### src/rtl/lnrv_axi2icb.sv
// lnrv_axi2icb: AXI4 slave to ICB master bridge.
//
// Handles one AXI transaction at a time. Reads and writes are arbitrated
// round-robin. Each burst of up to 256 beats is issued as a sequence of
// single-beat ICB command/response pairs. At most one ICB command is in
// flight at any time.
//
// Ports:
//   clk, reset_n                     clock; asynchronous active-low reset
//   axi_aw*/axi_ar*                  address channels (addr, id, len, size, burst)
//   axi_w*                           write data channel (wlast ignored, beat counter governs)
//   axi_b*                           write response, one per burst, sticky error
//   axi_r*                           read data, one beat per ICB response
//   icb_cmd_*                        ICB command (vld/rdy, write, addr, size, wdata, wstrb)
//   icb_rsp_*                        ICB response (vld/rdy, err, rdata)
module lnrv_axi2icb #(
  parameter int P_ADDR_WIDTH = 32,
  parameter int P_DATA_WIDTH = 32,
  parameter int P_ID_WIDTH   = 4
) (
  input  logic                      clk,
  input  logic                      reset_n,
  input  logic                      axi_awvalid,
  output logic                      axi_awready,
  input  logic [P_ADDR_WIDTH-1:0]   axi_awaddr,
  input  logic [P_ID_WIDTH-1:0]     axi_awid,
  input  logic [7:0]                axi_awlen,
  input  logic [2:0]                axi_awsize,
  input  logic [1:0]                axi_awburst,
  input  logic                      axi_arvalid,
  output logic                      axi_arready,
  input  logic [P_ADDR_WIDTH-1:0]   axi_araddr,
  input  logic [P_ID_WIDTH-1:0]     axi_arid,
  input  logic [7:0]                axi_arlen,
  input  logic [2:0]                axi_arsize,
  input  logic [1:0]                axi_arburst,
  input  logic                      axi_wvalid,
  input  logic                      axi_wlast,
  output logic                      axi_wready,
  input  logic [P_DATA_WIDTH-1:0]   axi_wdata,
  input  logic [P_DATA_WIDTH/8-1:0] axi_wstrb,
  output logic                      axi_bvalid,
  input  logic                      axi_bready,
  output logic [P_ID_WIDTH-1:0]     axi_bid,
  output logic [1:0]                axi_bresp,
  output logic                      axi_rvalid,
  input  logic                      axi_rready,
  output logic [P_ID_WIDTH-1:0]     axi_rid,
  output logic [1:0]                axi_rresp,
  output logic [P_DATA_WIDTH-1:0]   axi_rdata,
  output logic                      axi_rlast,
  output logic                      icb_cmd_vld,
  input  logic                      icb_cmd_rdy,
  output logic                      icb_cmd_write,
  output logic [P_ADDR_WIDTH-1:0]   icb_cmd_addr,
  output logic [2:0]                icb_cmd_size,
  output logic [P_DATA_WIDTH-1:0]   icb_cmd_wdata,
  output logic [P_DATA_WIDTH/8-1:0] icb_cmd_wstrb,
  input  logic                      icb_rsp_vld,
  output logic                      icb_rsp_rdy,
  input  logic                      icb_rsp_err,
  input  logic [P_DATA_WIDTH-1:0]   icb_rsp_rdata
);

  typedef enum logic [2:0] {
    ST_IDLE, ST_WCMD, ST_WRSP, ST_BRESP, ST_RCMD, ST_RRSP
  } state_e;

  localparam logic [P_ADDR_WIDTH-1:0] LP_ONE = P_ADDR_WIDTH'(1);

  state_e                    state_q;
  logic                      prio_w_q;   // 1: write wins a simultaneous request
  logic                      run_q;      // low for the first cycle after reset so readies stay 0 in reset
  logic [P_ADDR_WIDTH-1:0]   addr_q;
  logic [P_ID_WIDTH-1:0]     id_q;
  logic [7:0]                cnt_q;      // beats remaining after the current one
  logic [7:0]                len_q;      // original len, needed for the WRAP boundary
  logic [2:0]                size_q;
  logic [1:0]                burst_q;
  logic                      err_q;      // sticky error over a write burst

  logic                      grant_w, grant_r;
  logic [P_ADDR_WIDTH-1:0]   step, wrap_mask, addr_inc, addr_adv;
  logic                      unused_wlast;

  assign unused_wlast = axi_wlast;

  assign grant_w = run_q & (state_q == ST_IDLE) & axi_awvalid & (~axi_arvalid | prio_w_q);
  assign grant_r = run_q & (state_q == ST_IDLE) & axi_arvalid & ~grant_w;

  // Next beat address. WRAP keeps the bits above the aligned wrap window
  // and lets only the low bits roll over.
  always_comb begin
    step      = LP_ONE << size_q;
    wrap_mask = ((P_ADDR_WIDTH'(len_q) + LP_ONE) << size_q) - LP_ONE;
    addr_inc  = addr_q + step;
    addr_adv  = addr_inc;
    case (burst_q)
      2'b00:   addr_adv = addr_q;
      2'b10:   addr_adv = (addr_q & ~wrap_mask) | (addr_inc & wrap_mask);
      default: addr_adv = addr_inc;
    endcase
  end

  // AXI side
  assign axi_awready = grant_w;
  assign axi_arready = grant_r;
  assign axi_wready  = (state_q == ST_WCMD) & icb_cmd_rdy;
  assign axi_bvalid  = (state_q == ST_BRESP);
  assign axi_bresp   = {(state_q == ST_BRESP) & err_q, 1'b0};
  assign axi_bid     = id_q;
  assign axi_rvalid  = (state_q == ST_RRSP) & icb_rsp_vld;
  assign axi_rdata   = (state_q == ST_RRSP) ? icb_rsp_rdata : '0;
  assign axi_rresp   = {(state_q == ST_RRSP) & icb_rsp_err, 1'b0};
  assign axi_rlast   = (state_q == ST_RRSP) & (cnt_q == 8'd0);
  assign axi_rid     = id_q;

  // ICB side; write payload passes through only while a write command is presented
  assign icb_cmd_vld   = ((state_q == ST_WCMD) & axi_wvalid) | (state_q == ST_RCMD);
  assign icb_cmd_write = (state_q == ST_WCMD);
  assign icb_cmd_addr  = addr_q;
  assign icb_cmd_size  = size_q;
  assign icb_cmd_wdata = (state_q == ST_WCMD) ? axi_wdata : '0;
  assign icb_cmd_wstrb = (state_q == ST_WCMD) ? axi_wstrb : '0;
  assign icb_rsp_rdy   = (state_q == ST_WRSP) | ((state_q == ST_RRSP) & axi_rready);

  always_ff @(posedge clk or negedge reset_n) begin
    if (!reset_n) begin
      state_q  <= ST_IDLE;
      prio_w_q <= 1'b1;
      run_q    <= 1'b0;
      addr_q   <= '0;
      id_q     <= '0;
      cnt_q    <= '0;
      len_q    <= '0;
      size_q   <= '0;
      burst_q  <= '0;
      err_q    <= 1'b0;
    end else begin
      run_q <= 1'b1;
      case (state_q)
        ST_IDLE: begin
          if (grant_w || grant_r) begin
            addr_q   <= grant_w ? axi_awaddr  : axi_araddr;
            id_q     <= grant_w ? axi_awid    : axi_arid;
            cnt_q    <= grant_w ? axi_awlen   : axi_arlen;
            len_q    <= grant_w ? axi_awlen   : axi_arlen;
            size_q   <= grant_w ? axi_awsize  : axi_arsize;
            burst_q  <= grant_w ? axi_awburst : axi_arburst;
            err_q    <= 1'b0;
            prio_w_q <= grant_r;
            state_q  <= grant_w ? ST_WCMD : ST_RCMD;
          end
        end
        ST_WCMD: begin
          if (axi_wvalid && icb_cmd_rdy) state_q <= ST_WRSP;
        end
        ST_WRSP: begin
          if (icb_rsp_vld) begin
            err_q <= err_q | icb_rsp_err;
            if (cnt_q == 8'd0) begin
              state_q <= ST_BRESP;
            end else begin
              cnt_q   <= cnt_q - 8'd1;
              addr_q  <= addr_adv;
              state_q <= ST_WCMD;
            end
          end
        end
        ST_BRESP: begin
          if (axi_bready) state_q <= ST_IDLE;
        end
        ST_RCMD: begin
          if (icb_cmd_rdy) state_q <= ST_RRSP;
        end
        ST_RRSP: begin
          if (icb_rsp_vld && axi_rready) begin
            if (cnt_q == 8'd0) begin
              state_q <= ST_IDLE;
            end else begin
              cnt_q   <= cnt_q - 8'd1;
              addr_q  <= addr_adv;
              state_q <= ST_RCMD;
            end
          end
        end
        default: state_q <= ST_IDLE;
      endcase
    end
  end

endmodule

### config.mk
export PLATFORM = sky130hd
export DESIGN_NAME = lnrv_axi2icb
export DESIGN_NICKNAME = d
export VERILOG_FILES = /design/src/rtl/lnrv_axi2icb.sv
export SDC_FILE = /design/constraint.sdc
export NUM_CORES = 1
export LEC_CHECK = 0
export CORE_UTILIZATION = 25
export CTS_CLUSTER_DIAMETER = 80
export CTS_CLUSTER_SIZE = 8
export DETAILED_ROUTE_END_ITERATION = 10
export GPL_TIMING_DRIVEN = 0
export PLACE_DENSITY_LB_ADDON = 0.15
export SLEW_MARGIN = 20
export SYNTH_ARGS = -nofsm -noshare
export SYNTH_HDL_FRONTEND = slang
export SYNTH_SLANG_ARGS = --single-unit
### constraint.sdc
create_clock -name clk -period 3.7 [get_ports clk]
set_input_delay 0.555 -clock clk [delete_from_list [all_inputs] [get_ports clk]]
set_output_delay 0.555 -clock clk [all_outputs]
set_load 0.01 [all_outputs]
==> run summary, run 1 <==
For this design the static power due to leakage is 3.98 nW. The number of enable flip-flop cells after synthesis is 0. Internal power comes to 4.18 mW. The wire length of the first global-routing pass is 44.7 mm. The number of global-route vias before repair is 7,602. The transition time at the pin with the least slew margin came out at 0.962 ns. The tree is rooted in a sky130_fd_sc_hd__clkbuf_16. The global-route usage over all layers came out at 23.0%. The detail-routed via count per cell is 5.11. The max-slew violation count came out at 0. The antenna diode instance count is 0. Among all flip-flop cells after synthesis, the most frequent one is sky130_fd_sc_hd__dfrtp_1. The synthesized instance count came out at 875.

The critical path goes through ha_1 -> clkbuf_4 -> nand3_1 -> xnor2_1 -> a221oi_2 -> o2111ai_2 -> a221oi_2 -> buf_4 -> nand4_1 -> a21oi_4 -> nand3_1 -> a21o_1. The routed design has 29.5 mm of wire. The critical path contains buffers and inverters numbering 2 combined.

The number of buffer cells added on primary ports is 297. The core region is 0.0243 mm2. The last weighted congestion value of the routability-driven placer came out at 0.887. The die is 159 um tall.

Detailed routing placed a total of 2.04 mm of wire on met3. The proportion of layout cells with a drive suffix above 1 is 7.54%. The peak per-stage delay on the critical path is 0.44 ns.

The overall power after layout came out at 8.40 mW. Counting flops and latches in the post-synthesis netlist gives 63. Summed over all instances, the cell type with the most area after synthesis is sky130_fd_sc_hd__dfrtp_1. The worst setup path is of the flop to flop kind. The worst hold path belongs to the class primary input to async pin.

After clock tree synthesis, the clock-pin slew on the worst setup and hold paths is 0.06 ns. Static timing analysis puts the maximum clock frequency at 280 MHz. For this design, the slowest cell found on the critical path is sky130_fd_sc_hd__dfrtp_2. The routed design uses 15.2 mm of met2 wire. In this run the top signal layer used is met4. In the final layout, the multi-input gates occupy 0.00443 mm2. The max capacitance violation total is 0. CTS saw 63 sinks. The share of the clock period used by the worst path is 96.7%. The utilization of the core after routing is 41.6%. After detailed placement, the design holds a cell count of 1,498. The die area is 0.0254 mm2. Summing the sequential cell areas from Yosys gives 25.5% of the chip area.

The run finished with clean final reports. After detailed routing, the number of remaining DRC violations is 0. Leaving out fill and tap cells, the most frequent cell in the layout is sky130_fd_sc_hd__clkdlybuf4s50_1. After clock tree synthesis, the flow added hold-fix buffers numbering 0. The number of filler cells placed in the layout is 2,532. Per report_power, the sequential group accounts for 17.2% of the total. After synthesis the cells add up to 0.00619 mm2.

STA classifies the critical path startpoint as a flop. The die is 159 um wide. Grouping stages by cell kind, the critical path spends the most delay in compound AO/OA/AOI/OAI gates. The longest clock path from root to sink contains 2 buffers. In this run, the number of DRC markers left after iteration 0 of detailed routing was 537. The total of warnings raised by yosys came out at 0. The pin count of the biggest net entering global routing is 38. The number of nets in the layout came out at 1,378. The number of buffers created by CTS came out at 9. The synthesized netlist contains 73 unique library cells. The cell area power density is 830 mW/mm2. On the final layout, the worst clock skew is 0.00640 ns.

The initial utilization of the core area, before any placement, comes to 25.4%. After detailed placement, the total cell area comes to 0.00959 mm2. The async set or reset register ratio after synthesis is 100%.

The worst reg-to-reg setup slack is 0.12 ns. The number of optimization iterations in the first detailed-route pass came out at 5. The total setup violations reported at the end of the flow came out at 0. The wire-length estimate of the detail-placed layout is 23.2 mm. The final count of hold timing violations came out at 0. The mean post-synth cell area came out at 7.07 um2. Dividing the detail-routed wire length by the instance count gives 19.4 um. The worst path arrival time is 3.82 ns. The final critical-path required period is 3.58 ns. The worst pin sits at a relative slew slack of 35.8%. In the layout the commonest cells are sky130_fd_sc_hd__clkdlybuf4s50_1, sky130_fd_sc_hd__nand2_1, sky130_fd_sc_hd__and2_1. The final hold slack is 0.143 ns.

In the final routing, the length of wire on met1 measures 11.8 mm. The count of non-filler cells in the finished layout is 1,517. The fraction of power consumed by the clock network came out at 10.6%. The number of antenna violations at the first check in global routing came out at 0. For the worst-skew pair, the clock arrives at the later sink with an insertion delay of 0.35 ns. The logic gate share of total power came out at 72.2%.

The top cell type by area accounts for 25.1% of the synthesized area. In the post-synthesis netlist, the biggest area contributors are sky130_fd_sc_hd__dfrtp_1, sky130_fd_sc_hd__nand2_1, sky130_fd_sc_hd__and2_1. The total overflow left after global routing is 0.

The final design area excluding fillers came out at 0.0101 mm2. The total number of vias came out at 7,758. The endpoint required time on the critical path came out at 3.94 ns.

The initialized floorplan defines 57 standard-cell rows. From synthesis to final layout, the design area changed by 63.4%. The switching share of power came out at 50.3%. The least setup slack across all paths after layout is 0.123 ns. STA classifies the critical path endpoint as a flop. The clock tree from TritonCTS is yes. The number of placed I/O pins is 301.

Along the worst path, the maximum fanout reaches 9. The switching power of the nets came out at 4.22 mW. In this run the remaining antenna-violating nets after routing total 0. VDD sags by at most 354 uV. Summing all flip-flop and latch instances after layout gives 0.00158 mm2. The H-tree generated during clock tree synthesis spans 3 levels. Setup total negative slack on the finished layout was measured at 0 ns. Timing analysis after detailed placement gives a worst setup slack of -0.840 ns.
-- cell families (layout without fill, tap and decap cells) --
kind of cell / after synthesis / after routing / share of synthesized area [%]
AND/OR/NAND/NOR: 412 / 412 / 32.3
AO/OA/AOI/OAI: 257 / 257 / 26.7
buffers and inverters: 86 / 403 / 5.87
flip-flops: 63 / 63 / 25.5
multiplexers: 26 / 26 / 4.51
XOR/XNOR: 16 / 16 / 2.27
adder cells (fa/ha/maj): 13 / 13 / 2.75
other: 2 / 3 / 0.121
-- power groups by stage --
| stage | logic [mW] | registers, mW | clock network, mW |
|---|---|---|---|
| 6_report | 6.06 | 1.44 | 0.887 |
| 5_1_grt | 6.63 | 1.50 | 0.930 |
| 4_1_cts | 5.87 | 1.43 | 0.898 |
| 3_5_place_dp | 5.79 | 1.42 | 0 |
| 3_3_place_gp | 5.79 | 1.42 | 0 |
| 2_1_floorplan | 3.44 | 1.39 | 0 |
-- repair_timing --
action / CTS / global route
buffers inserted: 0 / 6
endpoints found under the setup margin: 26 / 31
hold endpoints to repair: 0 / 0
gates cloned: 0 / 0
gates resized for setup: 15 / 34
pin swaps: 0 / 7
-- per-layer routing --
layer | vias to the layer above | track usage, %
li1 | 3751 | -
met1 | 3701 | 26.6
met2 | 277 | 42.1
met3 | 29 | 5.70
met4 | 0 | 5.51
met5 | - | 0
-- final cells by class --
class                   instances  area share [%]
multi-input cells             727            43.8
repair buffers                304            30.0
flip-flops and latches         63            15.6
well taps                     324            4.01
plain buffers                  60            2.72
clock buffers                  10            2.36
inverters                      23           0.854
clock inverters                 6           0.594
-- cells in the mapped netlist, types with 8 or more instances --
library cell / n
sky130_fd_sc_hd__a21o_1: 10
sky130_fd_sc_hd__a21oi_1: 63
sky130_fd_sc_hd__a31oi_1: 26
sky130_fd_sc_hd__and2_1: 76
sky130_fd_sc_hd__buf_2: 8
sky130_fd_sc_hd__buf_4: 8
sky130_fd_sc_hd__clkbuf_1: 42
sky130_fd_sc_hd__dfrtp_1: 62
sky130_fd_sc_hd__ha_1: 12
sky130_fd_sc_hd__inv_1: 22
sky130_fd_sc_hd__mux2i_1: 20
sky130_fd_sc_hd__nand2_1: 144
sky130_fd_sc_hd__nand2b_1: 8
sky130_fd_sc_hd__nand3_1: 39
sky130_fd_sc_hd__nand4_1: 8
sky130_fd_sc_hd__nor2_1: 71
sky130_fd_sc_hd__nor2b_1: 8
sky130_fd_sc_hd__nor3_1: 18
sky130_fd_sc_hd__o211ai_1: 9
sky130_fd_sc_hd__o21a_1: 9
sky130_fd_sc_hd__o21ai_0: 67
sky130_fd_sc_hd__or3_1: 11
sky130_fd_sc_hd__xnor2_1: 8
sky130_fd_sc_hd__xor2_1: 8
-- final timing paths --
path | start | end | depth (start not counted)
worst max-delay path | len_q[1]$_DFFE_PN0P_ | flop | 12
worst min-delay path | reset_n | async pin | 1
worst max register to register | len_q[1]$_DFFE_PN0P_ | flop | 12
worst min register to register | prio_w_q$_DFFE_PN1P_ | prio_w_q$_DFFE_PN1P_ | 1
max in group asynchronous | reset_n | prio_w_q$_DFFE_PN1P_ | 2
min in group clk | prio_w_q$_DFFE_PN1P_ | prio_w_q$_DFFE_PN1P_ | 1
Note: power is estimated with default switching activity, not from simulation.
==> run 2, diff against run 1 <==
--- a/config.mk
+++ b/config.mk
@@ -11,6 +11,7 @@
 export DETAILED_ROUTE_END_ITERATION = 10
 export GPL_TIMING_DRIVEN = 0
 export PLACE_DENSITY_LB_ADDON = 0.15
+export RECOVER_POWER = 50
 export SLEW_MARGIN = 20
 export SYNTH_ARGS = -nofsm -noshare
 export SYNTH_HDL_FRONTEND = slang
==> run summary, run 2 (same netlist as run 1, synthesis figures left out) <==
The detail-routed via count per cell came to 5.12 (was 5.11). The switching power of the nets is 4.20 mW (was 4.22 mW). The mean routed wirelength per cell came out at 19.4 um (about the same). The remaining global-route overflow is 0 (unchanged). The startpoint type of the worst setup path is a flop (unchanged). The final reports fail on capacitance limit, slew limit. The transition time at the pin with the least slew margin is 1.70 ns (was 0.962 ns). The number of global-route vias before repair is 7,602 (unchanged).

The cell at the root of the clock tree was sky130_fd_sc_hd__clkbuf_16 (unchanged). The setup slack at placement came out at -0.840 ns (unchanged). The count of routing violations after the opening detailed-route iteration is 521 (was 537).

The largest fanout on the critical path is 9 (unchanged). The worst reg-to-reg setup slack came to 0.16 ns (was 0.12 ns). The max-slew violation count came out at 28 (was 0). The total internal power came out at 4.09 mW (was 4.18 mW). The wire length of the first global-routing pass is 44.7 mm (unchanged). The placed wire-length estimate after detailed placement came out at 23.2 mm (unchanged). The number of antenna violations at the first check in global routing came out at 0 (unchanged). The proportion of layout cells with a drive suffix above 1 came out at 7.38% (was 7.54%).

The worst-case clock buffer depth came out at 2 (unchanged). The category of the critical setup timing path is flop to flop (unchanged). The number of buffers created by CTS came out at 9 (unchanged). The clock tree from TritonCTS is yes (unchanged). The clock insertion delay at the later pin of the skew report came out at 0.34 ns (was 0.35 ns). The total number of vias was 7,764 (was 7,758). The beginning of the worst hold path is prio_w_q$_DFFE_PN1P_. The final routed wirelength across all metal layers came out at 29.4 mm (was 29.5 mm). The worst min-delay path category is flop to flop (was primary input to async pin). The synthesis-to-layout area growth came out at 63.1% (was 63.4%). The number of clock sinks came out at 63 (unchanged).

The die area came out at 0.0254 mm2 (unchanged). The length in cells of the worst reg-to-reg path came out at 12 (unchanged). The vertical die dimension came to 159 um (unchanged).

Highest-count cells in the layout ignoring fill and taps: sky130_fd_sc_hd__clkdlybuf4s50_1, sky130_fd_sc_hd__nand2_1, sky130_fd_sc_hd__and2_1 (unchanged). The worst hold path cell count is 1. The worst reg2reg path startpoint was len_q[1]$_DFFE_PN0P_ (unchanged). The number of remaining DRC errors came out at 0 (unchanged). The worst path arrival time came to 3.77 ns (was 3.82 ns). The endpoint required time on the critical path came out at 3.94 ns (about the same). The pin count of the biggest net entering global routing came out at 38 (unchanged).

The max capacitance violation total is 1 (was 0). Run status: complete, but fails checks (was complete, no violations). The share of power burned in registers came out at 17.3% (was 17.2%). The global-route usage over all layers was 23.0% (unchanged). The endpoint type of the worst setup path was a flop (unchanged). The most common cell after layout, fill and taps aside is sky130_fd_sc_hd__clkdlybuf4s50_1 (unchanged). The area inside the core boundary is 0.0243 mm2 (unchanged). The number of buffer cells added on primary ports is 297 (unchanged). The max-slew headroom at the worst pin is -13.6% (was 35.8%). The logic gate share of total power is 72.1% (was 72.2%). The width of the die came out at 159 um (unchanged). The worst clock skew on the final layout is 0.00513 ns (was 0.00640 ns). The hold buffer count at CTS was 0 (unchanged). The count of standard-cell rows came out at 57 (unchanged). The switching share of power is 50.6% (was 50.3%).

The highest attainable clock frequency is 283 MHz (was 280 MHz). The utilization of the core after routing is 41.5% (was 41.6%). The least setup slack across all paths after layout came out at 0.162 ns (was 0.123 ns). The total number of H-tree levels came out at 3 (unchanged). The clock-pin slew on the worst setup and hold paths is 0.06 ns (about the same). The total setup violations reported at the end of the flow is 0 (unchanged). The cell area power density was 822 mW/mm2 (was 830 mW/mm2).

The number of filler cells placed in the layout came to 2,535 (was 2,532). The antenna diode instance count came out at 0 (unchanged). The last weighted congestion value of the routability-driven placer came to 0.887 (unchanged).

The fraction of power consumed by the clock network came to 10.7% (was 10.6%). The final critical-path required period came out at 3.54 ns (was 3.58 ns). The effective utilization at floorplan is 25.4% (unchanged). The largest voltage drop on the vdd net is 347 uV (was 354 uV). The number of nets in the layout is 1,378 (unchanged). For hold timing, the worst endpoint is prio_w_q$_DFFE_PN1P_. The number of placed I/O pins is 301 (unchanged). The static power due to leakage is 3.97 nW (was 3.98 nW).

The number of optimization iterations in the first detailed-route pass came out at 5 (unchanged). The share of the clock period used by the worst path is 95.6% (was 96.7%). The antenna violation net count after detailed routing is 0 (unchanged).

The final count of hold timing violations came out at 0 (unchanged).
[run 2: worst max path at each step]
stage,depth (start not counted),to,slack [ns],startpoint
finish,12,flop,0.16,len_q[1]$_DFFE_PN0P_
floorplan,16,flop,0.27,icb_cmd_size[2]$_DFFE_PN0P_
CTS,13,flop,0.002,icb_cmd_size[2]$_DFFE_PN0P_
detailed placement,16,flop,-0.84,icb_cmd_size[2]$_DFFE_PN0P_
global route,12,flop,-0.03,len_q[1]$_DFFE_PN0P_
global placement,14,flop,-0.86,icb_cmd_size[2]$_DFFE_PN0P_
[run 2: area by class of cell]
type / instances / area (um2) / share of cell area, %
inverters: 23 / 86.3 / 0.856
flip-flops and latches: 63 / 1580 / 15.7
well taps: 324 / 405 / 4.02
plain buffers: 60 / 275 / 2.73
multi-input cells: 727 / 4430 / 43.9
clock inverters: 6 / 60.1 / 0.595
clock buffers: 10 / 239 / 2.37
repair buffers: 304 / 3020 / 29.9
[run 2: worst max-delay path: stages (launching register included)]
cell and delay, ns:
sky130_fd_sc_hd__dfrtp_2 0.44, sky130_fd_sc_hd__ha_1 0.16, sky130_fd_sc_hd__clkbuf_4 0.19, sky130_fd_sc_hd__nand3_1 0.14, sky130_fd_sc_hd__xnor2_1 0.21, sky130_fd_sc_hd__a221oi_2 0.39
sky130_fd_sc_hd__o2111ai_2 0.21, sky130_fd_sc_hd__a221oi_2 0.44, sky130_fd_sc_hd__buf_4 0.17, sky130_fd_sc_hd__nand4_1 0.35, sky130_fd_sc_hd__a21oi_4 0.44, sky130_fd_sc_hd__nand3_1 0.12
sky130_fd_sc_hd__a21o_1 0.16
[run 2: power by group through the flow]
stage / Clock, mW / Combinational [mW] / Sequential (mW)
finish: 0.884 / 5.97 / 1.43
global route: 0.930 / 6.54 / 1.49
CTS: 0.898 / 5.87 / 1.43
detailed placement: 0 / 5.79 / 1.42
global placement: 0 / 5.79 / 1.42
floorplan: 0 / 3.44 / 1.39
[run 2: timing repair]
action / in CTS / in global routing
buffers inserted: 0 / 6
pin swaps: 0 / 7
endpoints found under the setup margin: 26 / 31
gates resized for setup: 15 / 34
[run 2: per-layer routing]
metal,global-route usage (%),vias up,share of wire [%]
li1,-,3752,-
met1,26.6,3683,40
met2,42.1,298,52
met3,5.70,31,7.3
met4,5.51,0,1.5
met5,0,-,0
[run 2: through the flow]
step	power (mW)	std cells	TNS, ns	hold WS [ns]	cell area [um2]
6_report	8.29	1517	0	0.507	10100
5_1_grt	8.96	1517	-0.0388	0.521	10100
4_1_cts	8.20	1512	0	0.157	9940
3_5_place_dp	7.21	1498	-10.22	0.500	9590
3_3_place_gp	7.20	1497	-44.65	0.498	9570
2_1_floorplan	4.83	876	0	0.259	6190
==> run 3, diff against run 2 <==
--- a/config.mk
+++ b/config.mk
@@ -6,6 +6,7 @@
 export NUM_CORES = 1
 export LEC_CHECK = 0
 export CORE_UTILIZATION = 25
+export CTS_BUF_LIST = sky130_fd_sc_hd__clkbuf_8
 export CTS_CLUSTER_DIAMETER = 80
 export CTS_CLUSTER_SIZE = 8
 export DETAILED_ROUTE_END_ITERATION = 10
==> run summary, run 3 (same netlist as run 1, synthesis figures left out) <==
The endpoint required time on the critical path was 3.98 ns (was 3.94 ns). The switching share of power came out at 51.8% (was 50.6%). The width of the die was 159 um (unchanged). The number of optimization iterations in the first detailed-route pass came out at 5 (unchanged).

The total number of H-tree levels came out at 3 (unchanged). The max capacitance violation total came out at 1 (unchanged). The largest fanout on the critical path came out at 9 (unchanged).

The total internal power came to 3.89 mW (was 4.09 mW). The antenna diode instance count came out at 0 (unchanged). The clock-pin slew on the worst setup and hold paths came to 0.08 ns (was 0.06 ns). The static power due to leakage came out at 3.93 nW (was 3.97 nW). The highest attainable clock frequency was 279 MHz (was 283 MHz). The number of buffers created by CTS is 9 (unchanged).

Run status: complete, but fails checks (unchanged). The endpoint type of the worst setup path was a flop (unchanged). Violations in the final reports: capacitance limit, slew limit (unchanged). The final routed wirelength across all metal layers was 29.4 mm (about the same). The effective utilization at floorplan is 25.4% (unchanged). The overall power after layout is 8.07 mW (was 8.29 mW). The placed wire-length estimate after detailed placement is 23.2 mm (unchanged). The synthesis-to-layout area growth was 61.9% (was 63.1%). The number of remaining DRC errors came to 0 (unchanged). The max-slew violation count came to 27 (was 28).

The hold buffer count at CTS is 0 (unchanged). The number of placed I/O pins came to 301 (unchanged). The die area came out at 0.0254 mm2 (unchanged). The detail-routed via count per cell was 5.13 (was 5.12).

The routed length on met1 is 11.6 mm (about the same). The number of antenna violations at the first check in global routing is 0 (unchanged). Highest-count cells in the layout ignoring fill and taps: sky130_fd_sc_hd__clkdlybuf4s50_1, sky130_fd_sc_hd__nand2_1, sky130_fd_sc_hd__and2_1 (unchanged). The proportion of layout cells with a drive suffix above 1 came out at 7.70% (was 7.38%). The max-slew headroom at the worst pin came out at -21.8% (was -13.6%). The mean routed wirelength per cell is 19.4 um (about the same). The worst min-delay path category was flop to flop (unchanged). The transition time at the pin with the least slew margin is 1.83 ns (was 1.70 ns). The startpoint type of the worst setup path is a flop (unchanged). The met3 routed wirelength is 2.19 mm (was 2.14 mm). The total number of vias is 7,796 (was 7,764).

The uppermost layer routed was met4 (unchanged). The pin count of the biggest net entering global routing is 38 (unchanged). The number of clock sinks came to 63 (unchanged). The cell area power density was 806 mW/mm2 (was 822 mW/mm2). The antenna violation net count after detailed routing is 0 (unchanged).

The clock tree from TritonCTS is yes (unchanged). The worst-case clock buffer depth came out at 2 (unchanged). The worst clock skew on the final layout came out at 0.0103 ns (was 0.00513 ns).

The met2 layer wire length in the routed design was 15.1 mm (was 15.2 mm). The setup TNS came out at 0 ns (unchanged). The post-place instance area is 0.00959 mm2 (unchanged).

The final design area excluding fillers came out at 0.0100 mm2 (was 0.0101 mm2). The largest voltage drop on the vdd net came to 313 uV (was 347 uV). The share of the clock period used by the worst path is 96.9% (was 95.6%). The share of power burned in registers came out at 17.7% (was 17.3%).

The number of global-route vias before repair is 7,610 (was 7,602). The count of routing violations after the opening detailed-route iteration came out at 544 (was 521). The final critical-path required period was 3.59 ns (was 3.54 ns). The number of buffer cells added on primary ports came out at 297 (unchanged). The clock insertion delay at the later pin of the skew report is 0.38 ns (was 0.34 ns). The worst path arrival time came out at 3.86 ns (was 3.77 ns).

The logic gate share of total power is 74.2% (was 72.1%). The number of nets in the layout came out at 1,380 (was 1,378). The category of the critical setup timing path is flop to flop (unchanged).

The switching power of the nets was 4.18 mW (was 4.20 mW). The count of standard-cell rows came out at 57 (unchanged). The total setup violations reported at the end of the flow is 0 (unchanged). The final count of hold timing violations came out at 0 (unchanged). The remaining global-route overflow was 0 (unchanged). The cell at the root of the clock tree was sky130_fd_sc_hd__clkbuf_8 (was sky130_fd_sc_hd__clkbuf_16).

The area inside the core boundary is 0.0243 mm2 (unchanged). The global-route usage over all layers is 22.9% (was 23.0%). The last weighted congestion value of the routability-driven placer came out at 0.887 (unchanged). The most common cell after layout, fill and taps aside was sky130_fd_sc_hd__clkdlybuf4s50_1 (unchanged). The fraction of power consumed by the clock network came out at 8.0% (was 10.7%). The wire length of the first global-routing pass was 44.6 mm (was 44.7 mm).

The vertical die dimension came out at 159 um (unchanged).
run 3: cell types whose count changed in the layout (fill, tap and decap cells not counted), sizes merged:
| cell | delta |
|---|---|
| clkdlybuf4s50 | -1 |
| dlygate4sd3 | +1 |
| buf | +3 |
| clkbuf | -1 |
run 3: metrics by stage:
step                setup WS (ns)  instances  hold slack, ns  utilization (%)
finish                      0.113       1519           0.510             41.2
global route              -0.0530       1519           0.525             41.2
CTS                      0.000716       1512           0.114             40.5
detailed placement         -0.840       1498           0.500             39.4
global placement           -0.860       1497           0.498             39.3
floorplan                   0.266        876           0.259                -
run 3: worst max-delay path, stage by stage, from the launching register on:
cell,delay [ns]
sky130_fd_sc_hd__dfrtp_2,0.45
sky130_fd_sc_hd__ha_1,0.16
sky130_fd_sc_hd__clkbuf_4,0.19
sky130_fd_sc_hd__nand3_1,0.14
sky130_fd_sc_hd__xnor2_1,0.21
sky130_fd_sc_hd__a221oi_2,0.39
sky130_fd_sc_hd__o2111ai_2,0.21
sky130_fd_sc_hd__a221oi_2,0.45
sky130_fd_sc_hd__buf_4,0.18
sky130_fd_sc_hd__nand4_1,0.35
sky130_fd_sc_hd__a21oi_4,0.46
sky130_fd_sc_hd__nand3_1,0.12
sky130_fd_sc_hd__a21o_1,0.16
run 3: final timing paths:
path / startpoint / end / slack, ns / depth (start not counted)
setup / recovery: len_q[1]$_DFFE_PN0P_ / flop / 0.11 / 12
hold / removal: prio_w_q$_DFFE_PN1P_ / prio_w_q$_DFFE_PN1P_ / 0.51 / 1
setup reg to reg: len_q[1]$_DFFE_PN0P_ / flop / 0.11 / 12
hold reg to reg: prio_w_q$_DFFE_PN1P_ / prio_w_q$_DFFE_PN1P_ / 0.51 / 1
max in group asynchronous: reset_n / async pin / 1.98 / 1
min in group asynchronous: reset_n / async pin / 0.66 / 1
run 3: final cells by class:
class                      count  area [um2]
fill                        2547       14300
multi-input combinational    727        4420
timing repair buffer         305        3040
sequential                    63        1580
tap                          324         405
buffer                        61         280
clock buffer                  10         138
inverter                      23        86.3
clock inverter                 6        60.1
run 3: power by group through the flow:
stage,clock [mW],combinational [mW],sequential (mW)
after detailed placement,0,5.79,1.42
after global routing,0.692,6.55,1.49
final,0.649,5.99,1.43
after floorplan,0,3.44,1.39
after CTS,0.661,5.87,1.43
after global placement,0,5.79,1.42
run 3: timing repair:
action | in CTS | in global routing
gates resized for setup | 14 | 36
pin swaps | 1 | 8
cloned | 0 | 0
endpoints found under the setup margin | 26 | 45
buffers inserted | 0 | 7
run 3: per-layer routing:
metal | global-route usage (%) | vias to the layer above
li1 | - | 3747
met1 | 26.6 | 3717
met2 | 41.8 | 295
met3 | 5.37 | 37
met4 | 6.12 | 0
met5 | 0 | -
